$ cat src/rtl/router_pkg.sv
// Router-wide constants and header helpers shared by the FSM, FIFO and
// register block.
package router_pkg;

    localparam int DATA_W_DEF = 8;
    localparam int LEN_LSB    = 2;
    localparam int DEST_W     = 2;

    // Header is {len, dest}; the length field starts at LEN_LSB.
    function automatic logic [31:0] hdr_len(input logic [31:0] hdr);
        return hdr >> LEN_LSB;
    endfunction

endpackage

$ cat src/rtl/router_fifo_mem.sv
// Flit storage for the egress FIFO: synchronous write,
// combinational read at the read address.
module router_fifo_mem #(
    parameter int W     = 9,
    parameter int DEPTH = 16,
    parameter int AW    = 4
) (
    input  logic          clock,
    input  logic          we,
    input  logic [AW-1:0] waddr,
    input  logic [W-1:0]  wdata,
    input  logic [AW-1:0] raddr,
    output logic [W-1:0]  rdata
);

    logic [W-1:0] mem [DEPTH];

    always_ff @(posedge clock) begin
        if (we) begin
            mem[waddr] <= wdata;
        end
    end

    assign rdata = mem[raddr];

endmodule

$ cat src/rtl/router_pkt_fifo.sv
// Packet-aware egress FIFO: occupancy flags, remaining-length tracking
// of the packet being read, and sticky overflow/underflow errors.
module router_pkt_fifo
    import router_pkg::*;
#(
    parameter int DATA_W   = DATA_W_DEF,
    parameter int DEPTH    = 16,
    parameter int AF_LEVEL = DEPTH - 2
) (
    input  logic                     clock,
    input  logic                     resetn,
    input  logic                     soft_reset,
    input  logic                     write_enb,
    input  logic                     sof_in,
    input  logic [DATA_W-1:0]        data_in,
    input  logic                     read_enb,
    output logic [DATA_W-1:0]        data_out,
    output logic                     sof_out,
    output logic                     full,
    output logic                     empty,
    output logic                     almost_full,
    output logic [$clog2(DEPTH):0]   level,
    output logic [DATA_W-2:0]        pkt_rem,
    output logic                     pkt_last,
    output logic                     overflow,
    output logic                     underflow
);

    localparam int AW = $clog2(DEPTH);
    localparam logic [AW:0] AF_LVL = (AW+1)'(AF_LEVEL);

    logic [AW:0]       wr_ptr;
    logic [AW:0]       rd_ptr;
    logic [DATA_W:0]   rd_entry;
    logic [DATA_W-2:0] hdr_rem;
    logic              wr_acc;
    logic              rd_acc;

    assign full        = (wr_ptr == {~rd_ptr[AW], rd_ptr[AW-1:0]});
    assign empty       = (wr_ptr == rd_ptr);
    assign level       = wr_ptr - rd_ptr;
    assign almost_full = (level >= AF_LVL);

    assign wr_acc = write_enb && !full;
    assign rd_acc = read_enb && !empty;

    // len+1 covers payload plus parity flit.
    assign hdr_rem = (DATA_W-1)'(
        hdr_len(32'(rd_entry[DATA_W-1:0])) + 32'd1);

    router_fifo_mem #(
        .W     (DATA_W + 1),
        .DEPTH (DEPTH),
        .AW    (AW)
    ) u_mem (
        .clock (clock),
        .we    (wr_acc && resetn && !soft_reset),
        .waddr (wr_ptr[AW-1:0]),
        .wdata ({sof_in, data_in}),
        .raddr (rd_ptr[AW-1:0]),
        .rdata (rd_entry)
    );

    always_ff @(posedge clock) begin
        if (!resetn || soft_reset) begin
            wr_ptr    <= '0;
            rd_ptr    <= '0;
            data_out  <= '0;
            sof_out   <= 1'b0;
            pkt_rem   <= '0;
            pkt_last  <= 1'b0;
            overflow  <= 1'b0;
            underflow <= 1'b0;
        end else begin
            pkt_last <= 1'b0;
            if (write_enb && full) begin
                overflow <= 1'b1;
            end
            if (read_enb && empty) begin
                underflow <= 1'b1;
            end
            if (wr_acc) begin
                wr_ptr <= wr_ptr + (AW+1)'(1);
            end
            if (rd_acc) begin
                rd_ptr   <= rd_ptr + (AW+1)'(1);
                data_out <= rd_entry[DATA_W-1:0];
                sof_out  <= rd_entry[DATA_W];
                if (rd_entry[DATA_W]) begin
                    pkt_rem <= hdr_rem;
                end else if (pkt_rem != '0) begin
                    pkt_rem  <= pkt_rem - (DATA_W-1)'(1);
                    pkt_last <= (pkt_rem == (DATA_W-1)'(1));
                end
            end
        end
    end

endmodule

$ cat config.mk
export PLATFORM = sky130hd
export DESIGN_NAME = router_pkt_fifo
export DESIGN_NICKNAME = d
export VERILOG_FILES = /design/src/rtl/router_pkg.sv /design/src/rtl/router_fifo_mem.sv /design/src/rtl/router_pkt_fifo.sv
export SDC_FILE = /design/constraint.sdc
export NUM_CORES = 1
export LEC_CHECK = 0
export ABC_AREA = 1
export BUFFER_PORTS_ARGS = -buffer_cell sky130_fd_sc_hd__buf_4
export CAP_MARGIN = 10
export CORE_MARGIN = 1.5
export CORE_UTILIZATION = 35
export CTS_CLUSTER_SIZE = 14
export DETAILED_ROUTE_END_ITERATION = 8
export PLACE_DENSITY = 0.53
export SYNTH_ARGS = -nofsm -noshare
export SYNTH_HDL_FRONTEND = slang
export SYNTH_SLANG_ARGS = --single-unit
$ cat constraint.sdc
create_clock -name clock -period 3.2 [get_ports clock]
set_input_delay 0.48 -clock clock [delete_from_list [all_inputs] [get_ports clock]]
set_output_delay 0.48 -clock clock [all_outputs]
set_load 0.1 [all_outputs]
==> flow_summary.yaml <==
floorplan:
  core_area_um2: 22000
  die_height_um: 153
  rows: 54
  io_pins: 41
  die_x_um: 153
  initial_core_util_pct: 35.8
  die-area_um2: 23400
critical_path:
  required_ns: 2.72
  crit_chain: "inv_1 > ha_1 > inv_1 > fa_1 > a21oi_1 > o21bai_1 > xor2_1 > o21ai_4 > buf_4"
  rr_worst_depth: 10
  crit-reg2reg-launch: "rd_ptr[2]"
  rrSetupSlack_ns: 0.77
  crit_buf_inv: 3
  r2r_end: "u_mem.mem[6][0]"
  cp_max_fo: 4
  crit_path_top_delay_cell: "fa_1"
  cp-start-kind: "flip-flop"
  critPathTopFamily: "adder cells"
  arrival_ns: 2.41
  critPathKind: "reg -> out"
  end_kind: "output port"
  cpMostUsedCell: "inv_1"
  cp_num_cells: 9
  cpPeakStageDelay_ns: 0.47
global_route:
  grt_pass1_wl_um: 29600
  antenna_found_initial: 0
  grt_max_degree: 69
  grt_pass1_vias: 5127
  grtUsageTotal_pct: 16.9
  overflow: 0
pwr:
  p_per_area_nw_per_um2: 544
  peakVddDrop_mv: 0.319
  p_leak_nw: 3.67
clocking:
  cts.reportedPaths.clkPinSlew_ns: 0.06
  cts_sinks: 177
  clk_path_buf_depth: 2
  clkLatencyLatePin_ns: 0.43
  clk_root_buffer_cell: "clkbuf_16"
  cts-buffers-inserted: 17
  cts_tree: "built"
  htreeDepth: 4
  hold_buffers: 0
  cts_resized: 0
  post-cts-setup-buffers: 0
synthesis:
  synth_area_leader_cell: "edfxtp_1"
  synthTopCellsByArea: "edfxtp_1, nand2_1, dfxtp_1"
  synth_area_um2: 7870
  synth_seq_area_share_pct: 63.3
  yosys_warnings: 0
  synth_cell_types: 34
  synth_top_cell_area_share_pct: 55.0
  ys_seq_elements: 177
  syn_inst: 780
  synth.avg_cell_area_um2: 10.1
  syn-num-nets: 808
timing:
  setup_viol: 0
  tightest_slew_ns: 0.554
  period_share_pct: 90.2
  final_max_slew_viol_count: 0
  slew_headroom_pct: 63.0
  fmax_mhz: 346
  period_needed_ns: 2.89
  skew_ns: 0.00872
  hold_viol: 0
  setup-tns-final_ns: 0
  rsz0062_at_grt: "no"
drt:
  via_per_inst: 4.72
  wl_per_cell_um: 16.7
  drt_wl_total_um: 18800
  drtIter0Drc: 373
  drt_first_pass_iters: 7
  drc: 1
  antenna_left: 0
  vias: 5298
cells_and_area:
  layout.cells.non_filler: 1123
  final_common_cell: "nand2_1"
  drive_above_1_share_pct: 13.6
  diodes: 0
  areaGrowthSynthToFinish_pct: 14.9
  final_cell_mix: "nand2_1, edfxtp_1, inv_1"
  nets: 858
hold_path:
  min_path_cells: 3
  hold_path.startpoint: "read_enb"
  whs_endpoint: "underflow"
  hold_class: "in -> reg"
job:
  max-cap-violations: 0
place:
  gp_congestion: 0.783
  placed_cells: 1091
  port_buffers: 40
  hpwl_um: 12200
outcome:
  failed_checks: "DRC"
  status: "finished, violations left"
==> registers in the layout, summed over array words and instances (netlist names), named ones only <==
name       flops
rd_ptr         5
u_mem.mem    144
overflow       1
pkt_rem        7
underflow      1
wr_ptr         5
data_out       8
sof_out        1
pkt_last       1
==> worst reg2reg max path: cells and delay by family, from the launching register on <==
kind | cells | cell delay [ns]
buffers and inverters | 3 | 0.40
DFF | 1 | 0.36
adders and majority gates | 1 | 0.41
and+or+nand+nor | 6 | 0.96
==> kinds of logic (layout without fill, tap and decap cells) <==
| group | count (synthesis) | in the layout | synth area share, % |
|---|---|---|---|
| AOI/OAI and AO/OA | 88 | 88 | 6.46 |
| xor gates and xnor gates | 8 | 8 | 0.890 |
| adders and majority gates | 14 | 14 | 2.32 |
| buffers and inverters | 138 | 201 | 8.35 |
| DFF | 177 | 177 | 63.3 |
| and+or+nand+nor | 355 | 355 | 18.6 |
==> synthesized netlist by cell type, drive strengths merged <==
| library cell | count |
|---|---|
| o211ai | 14 |
| nand3 | 77 |
| clkbuf | 3 |
| a21oi | 18 |
| nor4 | 1 |
| buf | 32 |
| nor2 | 80 |
| xnor2 | 2 |
| a211oi | 2 |
| edfxtp | 144 |
| dfxtp | 33 |
| a31oi | 3 |
| nor3 | 6 |
| ha | 13 |
| inv | 103 |
| nand4 | 3 |
| o21a | 1 |
| xor2 | 6 |
| nand2 | 188 |
| o21bai | 2 |
| o221ai | 2 |
| o21ai | 46 |
| fa | 1 |
==> power breakdown <==
group	leakage (nW)	internal [W]	switching, W
registers	1.56	0.00250	0.0000122
clock network	0.275	0.00108	0.000896
logic	1.83	0.000105	0.000325
total	3.67	0.00368	0.00123
==> worst max path at each step <==
stage | startpoint | end
after floorplan | rd_ptr[2] | u_mem.mem[0][0]
after global placement | wr_ptr[0] | almost_full
after detailed placement | wr_ptr[0] | almost_full
after CTS | wr_ptr[0] | almost_full
after global routing | wr_ptr[0] | almost_full
final | wr_ptr[0] | almost_full
==> metrics by stage <==
stage | area (um2) | hold WS, ns | total power (W) | worst slack [ns] | util (%)
after floorplan | 7900 | 0.451 | 0.00287 | 0.0447 | -
after global placement | 8490 | 0.441 | 0.00300 | 0.783 | 38.6
after detailed placement | 8490 | 0.451 | 0.00300 | 0.750 | 38.6
after CTS | 9040 | 0.298 | 0.00496 | 0.281 | 41.2
after global routing | 9040 | 0.319 | 0.00510 | 0.124 | 41.2
final | 9040 | 0.314 | 0.00492 | 0.313 | 41.2
==> per-layer routing <==
metal	up-vias	track usage, %	routed length [um]
met5	-	0	0
met4	0	4.58	204
met3	11	3.54	881
met2	108	26.9	8730
met1	2491	23.4	8950
li1	2688	-	-
==> area by class of cell <==
class | count | area (um2)
Fill cell | 2112 | 12900
Sequential cell | 177 | 4990
Multi-Input combinational cell | 465 | 2260
Timing Repair Buffer | 66 | 495
Clock buffer | 17 | 425
Inverter | 103 | 392
Tap cell | 280 | 350
Clock inverter | 15 | 133
Power figures use the tool's default switching activity.
